--- src/rtl/alu_arbiter_pkg.sv ---
// Shared constants for the two-requester ALU arbiter: data width, opcodes, FSM encoding.
package alu_arbiter_pkg;

   localparam int unsigned W     = 16;
   localparam int unsigned N_REQ = 2;
   localparam int unsigned OP_W  = 4;
   localparam int unsigned CNT_W = 16;

   localparam logic [OP_W-1:0] OP_NOP  = 4'b0000;
   localparam logic [OP_W-1:0] OP_RST  = 4'b0001;
   localparam logic [OP_W-1:0] OP_ADD  = 4'b0100;
   localparam logic [OP_W-1:0] OP_SUB  = 4'b0101;
   localparam logic [OP_W-1:0] OP_AND  = 4'b1000;
   localparam logic [OP_W-1:0] OP_OR   = 4'b1001;
   localparam logic [OP_W-1:0] OP_XOR  = 4'b1010;
   localparam logic [OP_W-1:0] OP_NAND = 4'b1011;
   localparam logic [OP_W-1:0] OP_NOR  = 4'b1100;
   localparam logic [OP_W-1:0] OP_NOT  = 4'b1101;

   typedef enum logic [1:0] {
      S_IDLE  = 2'd0,
      S_ISSUE = 2'd1,
      S_RESP  = 2'd2
   } state_e;

   function automatic logic op_legal(input logic [OP_W-1:0] op);
      case (op)
         OP_NOP, OP_RST, OP_ADD, OP_SUB, OP_AND,
         OP_OR, OP_XOR, OP_NAND, OP_NOR, OP_NOT: op_legal = 1'b1;
         default:                                op_legal = 1'b0;
      endcase
   endfunction

   // NOP and RST produce a zero result whatever the ALU drives.
   function automatic logic op_zero(input logic [OP_W-1:0] op);
      op_zero = (op == OP_NOP) || (op == OP_RST);
   endfunction

endpackage

--- src/rtl/alu_arbiter_rr_pick2.sv ---
// Two-way round-robin picker: sole requester wins, ties go to the one not granted last.
module rr_pick2
   import alu_arbiter_pkg::*;
(
   input  logic [N_REQ-1:0] req,
   input  logic             last,
   output logic [N_REQ-1:0] grant
);

   always_comb begin
      grant = req;
      if (req == 2'b11) begin
         grant = last ? 2'b01 : 2'b10;
      end
   end

endmodule

--- src/rtl/alu_arbiter.sv ---
// Arbitrates two requesters onto one shared combinational ALU (IDLE -> ISSUE -> RESP).
// Build option: define ALU_ARB_OPCHECK_EN to flag illegal opcodes via rsp_err.
module alu_arbiter #(
   parameter int unsigned W = alu_arbiter_pkg::W
) (
   input  logic             clk,
   input  logic             rst,
   input  logic [1:0]       req_valid,
   output logic [1:0]       req_ready,
   input  logic [2*W-1:0]   req_a,
   input  logic [2*W-1:0]   req_b,
   input  logic [7:0]       req_op,
   output logic [W-1:0]     alu_a,
   output logic [W-1:0]     alu_b,
   output logic [3:0]       alu_opcode,
   input  logic [W-1:0]     alu_result,
   output logic [1:0]       rsp_valid,
   input  logic [1:0]       rsp_ready,
   output logic [W-1:0]     rsp_data,
   output logic             rsp_err,
   output logic             busy,
   output logic [15:0]      done_cnt
);
   import alu_arbiter_pkg::*;

   state_e           state_q, state_d;
   logic             last_q, last_d;
   logic             idx_q, idx_d;
   logic [W-1:0]     alu_a_q, alu_a_d;
   logic [W-1:0]     alu_b_q, alu_b_d;
   logic [OP_W-1:0]  alu_op_q, alu_op_d;
   logic [W-1:0]     rsp_data_q, rsp_data_d;
   logic [CNT_W-1:0] done_cnt_q, done_cnt_d;

   logic [1:0]       grant_c;
   logic             gidx_c;
   logic [W-1:0]     a_sel_c, b_sel_c;
   logic [OP_W-1:0]  op_sel_c;
   logic             illegal_c;
   logic             accept_c;
   logic             rsp_hs_c;

   rr_pick2 u_rr (
      .req   (req_valid),
      .last  (last_q),
      .grant (grant_c)
   );

   assign gidx_c   = grant_c[1];
   assign a_sel_c  = gidx_c ? req_a[2*W-1:W] : req_a[W-1:0];
   assign b_sel_c  = gidx_c ? req_b[2*W-1:W] : req_b[W-1:0];
   assign op_sel_c = gidx_c ? req_op[7:4]    : req_op[3:0];
   assign accept_c = (state_q == S_IDLE) && (req_valid != 2'b00);
   assign rsp_hs_c = (state_q == S_RESP) && rsp_ready[idx_q];

`ifdef ALU_ARB_OPCHECK_EN
   assign illegal_c = !op_legal(op_sel_c);
`else
   assign illegal_c = 1'b0;
`endif

   always_ff @(posedge clk or posedge rst) begin
      if (rst) begin
         state_q    <= S_IDLE;
         last_q     <= 1'b1;
         idx_q      <= 1'b0;
         alu_a_q    <= '0;
         alu_b_q    <= '0;
         alu_op_q   <= '0;
         rsp_data_q <= '0;
         done_cnt_q <= '0;
      end else begin
         state_q    <= state_d;
         last_q     <= last_d;
         idx_q      <= idx_d;
         alu_a_q    <= alu_a_d;
         alu_b_q    <= alu_b_d;
         alu_op_q   <= alu_op_d;
         rsp_data_q <= rsp_data_d;
         done_cnt_q <= done_cnt_d;
      end
   end

   always_comb begin
      state_d    = state_q;
      last_d     = last_q;
      idx_d      = idx_q;
      alu_a_d    = alu_a_q;
      alu_b_d    = alu_b_q;
      alu_op_d   = alu_op_q;
      rsp_data_d = rsp_data_q;
      done_cnt_d = done_cnt_q;
      case (state_q)
         S_IDLE: begin
            if (accept_c) begin
               state_d  = S_ISSUE;
               idx_d    = gidx_c;
               last_d   = gidx_c;
               alu_a_d  = a_sel_c;
               alu_b_d  = b_sel_c;
               // Illegal opcodes are squashed to NOP so the result is forced to zero.
               alu_op_d = illegal_c ? OP_NOP : op_sel_c;
            end
         end
         S_ISSUE: begin
            state_d    = S_RESP;
            rsp_data_d = op_zero(alu_op_q) ? '0 : alu_result;
         end
         S_RESP: begin
            if (rsp_hs_c) begin
               state_d    = S_IDLE;
               done_cnt_d = done_cnt_q + CNT_W'(1);
            end
         end
         default: state_d = S_IDLE;
      endcase
   end

`ifdef ALU_ARB_OPCHECK_EN
   logic err_q;

   always_ff @(posedge clk or posedge rst) begin
      if (rst) begin
         err_q <= 1'b0;
      end else if (accept_c) begin
         err_q <= illegal_c;
      end
   end

   assign rsp_err = err_q;
`else
   assign rsp_err = 1'b0;
`endif

   // req_ready is the only combinational output; suppressed while reset is asserted.
   assign req_ready  = ((state_q == S_IDLE) && !rst) ? grant_c : 2'b00;
   assign rsp_valid  = (state_q == S_RESP) ? (idx_q ? 2'b10 : 2'b01) : 2'b00;
   assign busy       = (state_q != S_IDLE);
   assign alu_a      = alu_a_q;
   assign alu_b      = alu_b_q;
   assign alu_opcode = alu_op_q;
   assign rsp_data   = rsp_data_q;
   assign done_cnt   = done_cnt_q;

endmodule

--- config.mk ---
export PLATFORM = sky130hd
export DESIGN_NAME = alu_arbiter
export DESIGN_NICKNAME = d
export VERILOG_FILES = /design/src/rtl/alu_arbiter_pkg.sv /design/src/rtl/alu_arbiter_rr_pick2.sv /design/src/rtl/alu_arbiter.sv
export SDC_FILE = /design/constraint.sdc
export NUM_CORES = 1
export LEC_CHECK = 0
export CORE_MARGIN = 5
export CORE_UTILIZATION = 43
export DETAILED_ROUTE_END_ITERATION = 16
export GPL_TIMING_DRIVEN = 0
export PLACE_DENSITY = 0.86
export SLEW_MARGIN = 20
export SYNTH_ARGS = -nofsm -noshare
export SYNTH_HDL_FRONTEND = slang
export SYNTH_HIERARCHICAL = 1
export SYNTH_SLANG_ARGS = --single-unit
--- constraint.sdc ---
create_clock -name clk -period 3.84 [get_ports clk]
set_input_delay 0.768 -clock clk [delete_from_list [all_inputs] [get_ports clk]]
set_output_delay 0.768 -clock clk [all_outputs]
set_load 0.01 [all_outputs]
## Word-level counts from Yosys, hierarchy flattened

Cells that the tools add are included.

| word-level totals | value |
|---|---|
| input port bits | 94 |
| logic and storage cells | 42 |
| bits in registers | 72 |

| cells by class | value |
|---|---|
| $add $sub $neg | 1 |
| equality and inequality tests | 6 |
| multiplexer cells | 14 |
| reductions and logical operators | 12 |
| magnitude comparators | 1 |

Operators with widths:

| kind | number |
|---|---|
| 16-bit two-way mux | 3 |
| 16-bit by 1-bit adder with 16-bit output, second input constant | 1 |
| 2-bit two-way mux | 7 |
| 2-bit case mux with 3 select lines | 1 |
| 2-bit AND reduction | 3 |
| 2-bit == test, second input constant | 2 |
| 4-bit by 1-bit == test with 1-bit output, second input constant | 1 |
| 4-bit zero test | 1 |
| 4-bit two-way mux | 1 |
| 2-bit != test, second input constant | 2 |
| 2-bit nonzero test | 2 |
| 1-bit logical AND | 3 |
| 2-bit by 1-bit == test with 1-bit output, second input constant | 1 |
| 2-bit zero test | 1 |
| 1-bit by 2-bit less-than comparator with 1-bit output, second input constant | 1 |
| 1-bit two-way mux | 2 |
| 1-bit zero test | 1 |
| 1-bit logical OR | 1 |

## Depth between registers and ports, before layout

| depth | value |
|---|---|
| depth in word-level cells | 5 |
| depth in mapped cells | 7 |
| gate-level depth less buffers | 4 |

## By module

Netlist, hierarchy kept.

Modules (own cells, without submodules):

| module | area an instance (um^2) | cells each | instances |
|---|---|---|---|
| alu_arbiter | 3194.3 | 282 | 1 |
| rr_pick2 | 18.8 | 3 | 1 |

## Worst setup path before layout

No wires, ideal clock.

| timing path | value |
|---|---|
| path type | input port to output port |
| from | input req_valid[1] |
| to | output req_ready[1] |
| arrival | 1.695 ns |
| stages | 4 |
| path slack | 1.377 ns |
| cells stage by stage | a21boi_0 > buf_2 > buf_2 > and2_1 |

| between the ends | value |
|---|---|
| cells in the longest elaborated chain, start to end | 3 |

RTL lines:

| what | RTL line | text |
|---|---|---|
| start, declared | alu_arbiter.sv:8 | `input logic [1:0] req_valid,` |
| 2-bit == test | alu_arbiter_rr_pick2.sv:12 | `if (req == 2'b11) begin` |
| 2-bit two-way mux * | alu_arbiter_rr_pick2.sv:12 |  |
| 2-bit two-way mux * | alu_arbiter.sv:136 | `assign req_ready = ((state_q == S_IDLE) && !rst) ? grant_c : 2'b00;` |
| end, declared | alu_arbiter.sv:9 | `output logic [1:0] req_ready,` |

Mark *: on every way between the ends. The rest lies on a longest branch, timed or not.

## Worst setup path in the final report

| timing path | value |
|---|---|
| from | input req_valid[1] |
| to | output req_ready[1] |

| between the ends | value |
|---|---|
| cells in the longest elaborated chain, start to end | 3 |

RTL lines:

| what | RTL line | text |
|---|---|---|
| 2-bit == test | alu_arbiter_rr_pick2.sv:12 |  |
| 2-bit two-way mux * | alu_arbiter_rr_pick2.sv:12 |  |
| net grant_c[1] | alu_arbiter.sv:35 | `logic [1:0] grant_c;` |
| 2-bit two-way mux * | alu_arbiter.sv:136 |  |

The timed path passes the listed nets; every way through them passes the cells marked *.

==> run_results.csv <==
group,metric,value,unit
sta,setup_tns,0,ps
setup_path,critPathKind,"in2out",
floorplanning,die_area,9300,sq um
power,ir_worst_vdd,0.000338,V
cts,cts_setup_buffers,0,
setup_path,worstSetupStartpointType,"input pin",
global_routing,grt_pass1_vias,2846,
setup_path,critPathMaxStageDelay,540,ps
setup_path,crit_arrival,2880,ps
status,status,"complete, no violations",
floorplanning,die_y,96.4,um
floorplanning,num_rows,31,
setup_path,crit_fanout,10,
cts,cts-hold-fix-buffers,0,
sta,rsz0062_at_grt,"no",
cts,ctsHtreeMaxLevel,3,
global_routing,grt_overflow_total,0,
drt,wl_per_cell,15.9,um
cts,cts_tree,"built",
synthesis,synth_cell_types,36,
setup_path,end_kind,"output port",
synthesis,syn_area,3210,sq um
run,cap_violations,0,
synthesis,yosys-top-cells-area,"dfrtp_1 55%, mux2i_1 11%, a21oi_1 5.6%",
sta,hold_viol_final,0,
drt,drtPass1Iterations,4,
global_routing,grt_first_pass_wirelength,13.9,mm
setup_path,slowest_stage,"clkdlybuf4s50_1",
cts,clk_latency,330,ps
drt,vias,2789,
synthesis,synth_ff_type,"dfrtp_1",
cts,cts_root_buffer,"clkbuf_8",
drt,ant_nets,0,
cts,ctsLongestPathBuffers,2,
floorplanning,ioPinCount,168,
global_routing,grt_max_degree,41,
synthesis,synth_edf_count,0,
setup_path,cp_cell_sequence,"clkdlybuf4s50_1 -> a21boi_0 -> clkbuf_4 -> buf_2 -> and2_1 -> clkdlybuf4s50_1",
sta,skew,10.2,ps
setup_path,crit_top_cell,"clkdlybuf4s50_1",
global_routing,grt_use_total,19.5,%
drt,drc,0,
synthesis,syn_avg_cell_area,11.3,sq um
global_routing,antenna_found_initial,0,
sta,relSlewSlack,51.8,%
synthesis,netlist.top_cell.by_area,"dfrtp_1",
floorplanning,core_area,7250,sq um
cts,clk_pin_slew_worst_paths,80,ps
power,power_density,703,nW/um^2
synthesis,ys_warn_count,6,
drt,first_iter_violations,34,
power,leakage,0.00231,uW
floorplanning,start_util,44.3,%
synthesis,syn-num-nets,380,
sta,setup_violations,0,
cts,cts_buffers,9,
sta,max_freq,274,MHz
final_layout,finish.utilization,72.6,%
synthesis,syn_inst,285,
setup_path,cp_data_required_time,3070,ps
floorplanning,die_x,96.4,um
final_layout,layout.nets,558,
synthesis,synth.ff_latch_count,72,
drt,drt-total-wl,9.00,mm
sta,maxSlewViolCount,0,
drt,viasPerCell,4.92,
sta,finalCritPeriodShare,94.9,%
synthesis,netlist.area_leader.share,55.3,%
final_layout,area_delta_synth_final,64.0,%
synthesis,synth.most_common_cell,"dfrtp_1",
min_path,hp-class,"reg2reg",
final_layout,n_antenna_cell,0,
placed_design,dpl.hpwl,7.05,mm
final_layout,drive_gt1_share,8.76,%
sta,finalCriticalPeriod,3640,ps
synthesis,yosys-top-cells-count,"71 x dfrtp_1, 43 x nor2_1, 36 x a21oi_1, 36 x mux2i_1, 16 x a22o_1",
cts,cts_sinks,72,
placed_design,port_buffers,166,
sta,worst_pin_slew,722,ps
placed_design,gp_congestion,0.756,
synthesis,async_flop_share,100,%
synthesis,synth-seq-area-share,56.1,%
==> layout by cell type, fill, tap and decap left out, types with 4 or more instances in the layout <==
cell	Yosys	final
clkbuf_8	0	10
nand2_1	7	7
mux2i_1	36	36
xor2_1	11	11
buf_2	9	8
nor3_1	8	8
and2_1	4	4
inv_1	6	5
a22o_1	16	16
dfrtp_1	71	71
xnor2_1	4	4
nor2_1	43	43
clkdlybuf4s50_1	0	166
a21oi_1	36	36
==> worst max-delay path, delay by kind of cell <==
kind	cells	cell delay [ps]
buffers and inverters	4	1670
and+or+nand+nor	1	170
AOI/OAI and AO/OA	1	260
==> through the flow <==
step / cell area (sq um) / instances / setup WS (ps) / total power (uW) / hold WS [ps]
after floorplan: 3210 / 285 / 1250 / 2070 / 463
after global placement: 5000 / 550 / 25.0 / 2940 / 460
after detailed placement: 5020 / 551 / 95.5 / 3000 / 463
after CTS: 5270 / 567 / 95.4 / 3740 / 478
after global routing: 5270 / 567 / 16.2 / 3940 / 487
final: 5270 / 567 / 196 / 3700 / 474
==> final timing paths <==
path | startpoint | end | slack, ps | depth (start not counted)
setup / recovery | req_valid[1] | req_ready[1] | 200 | 6
max in group asynchronous | rst | last_q | 2420 | 3
hold reg to reg | done_cnt[15] | done_cnt[15] | 470 | 1
setup reg to reg | last_q | alu_opcode[3] | 2060 | 5
hold / removal | done_cnt[15] | done_cnt[15] | 470 | 1
min in group asynchronous | rst | done_cnt[15] | 810 | 2
==> per-layer routing <==
metal	track usage [%]	vias to the layer above	wire length, um
met4	6.66	0	163
li1	-	1334	-
met1	22.9	1321	3430
met2	33.5	117	4520
met3	6.43	17	876
met5	0	-	0
==> logic make-up after synthesis <==
| group | synth area share, % |
|---|---|
| and+or+nand+nor | 12.3 |
| DFF | 56.1 |
| AOI/OAI and AO/OA | 10.9 |
| muxes | 12.0 |
| buffers and inverters | 4.09 |
| xor gates and xnor gates | 4.09 |
| adders and majority gates | 0.389 |
| other | 0.117 |
==> power by group <==
group / internal (uW) / switching (uW) / total (uW)
clock network: 450 / 275 / 724
registers: 1070 / 202 / 1280
logic: 935 / 766 / 1700
total: 2460 / 1240 / 3700
==> cell type report <==
class | count | area [sq um]
sequential | 72 | 1800
tap | 99 | 124
inverter | 6 | 25.0
clock inverter | 5 | 104
multi-input combinational | 190 | 1280
fill | 547 | 1980
clock buffer | 11 | 141
buffer | 17 | 111
timing repair buffer | 167 | 1680
==> flip-flops by register name (all words and copies together), names as in the netlist <==
register	cells
last_q	1
alu_opcode	4
idx_q	1
alu_b	16
alu_a	16
done_cnt	16
rsp_data	16
state_q	2
==> repair_timing <==
action / CTS / global route
resized for setup: 0 / 1
endpoints found under the setup margin: 0 / 1
endpoints found under the hold margin: 0 / 0
Power figures use the tool's default switching activity.
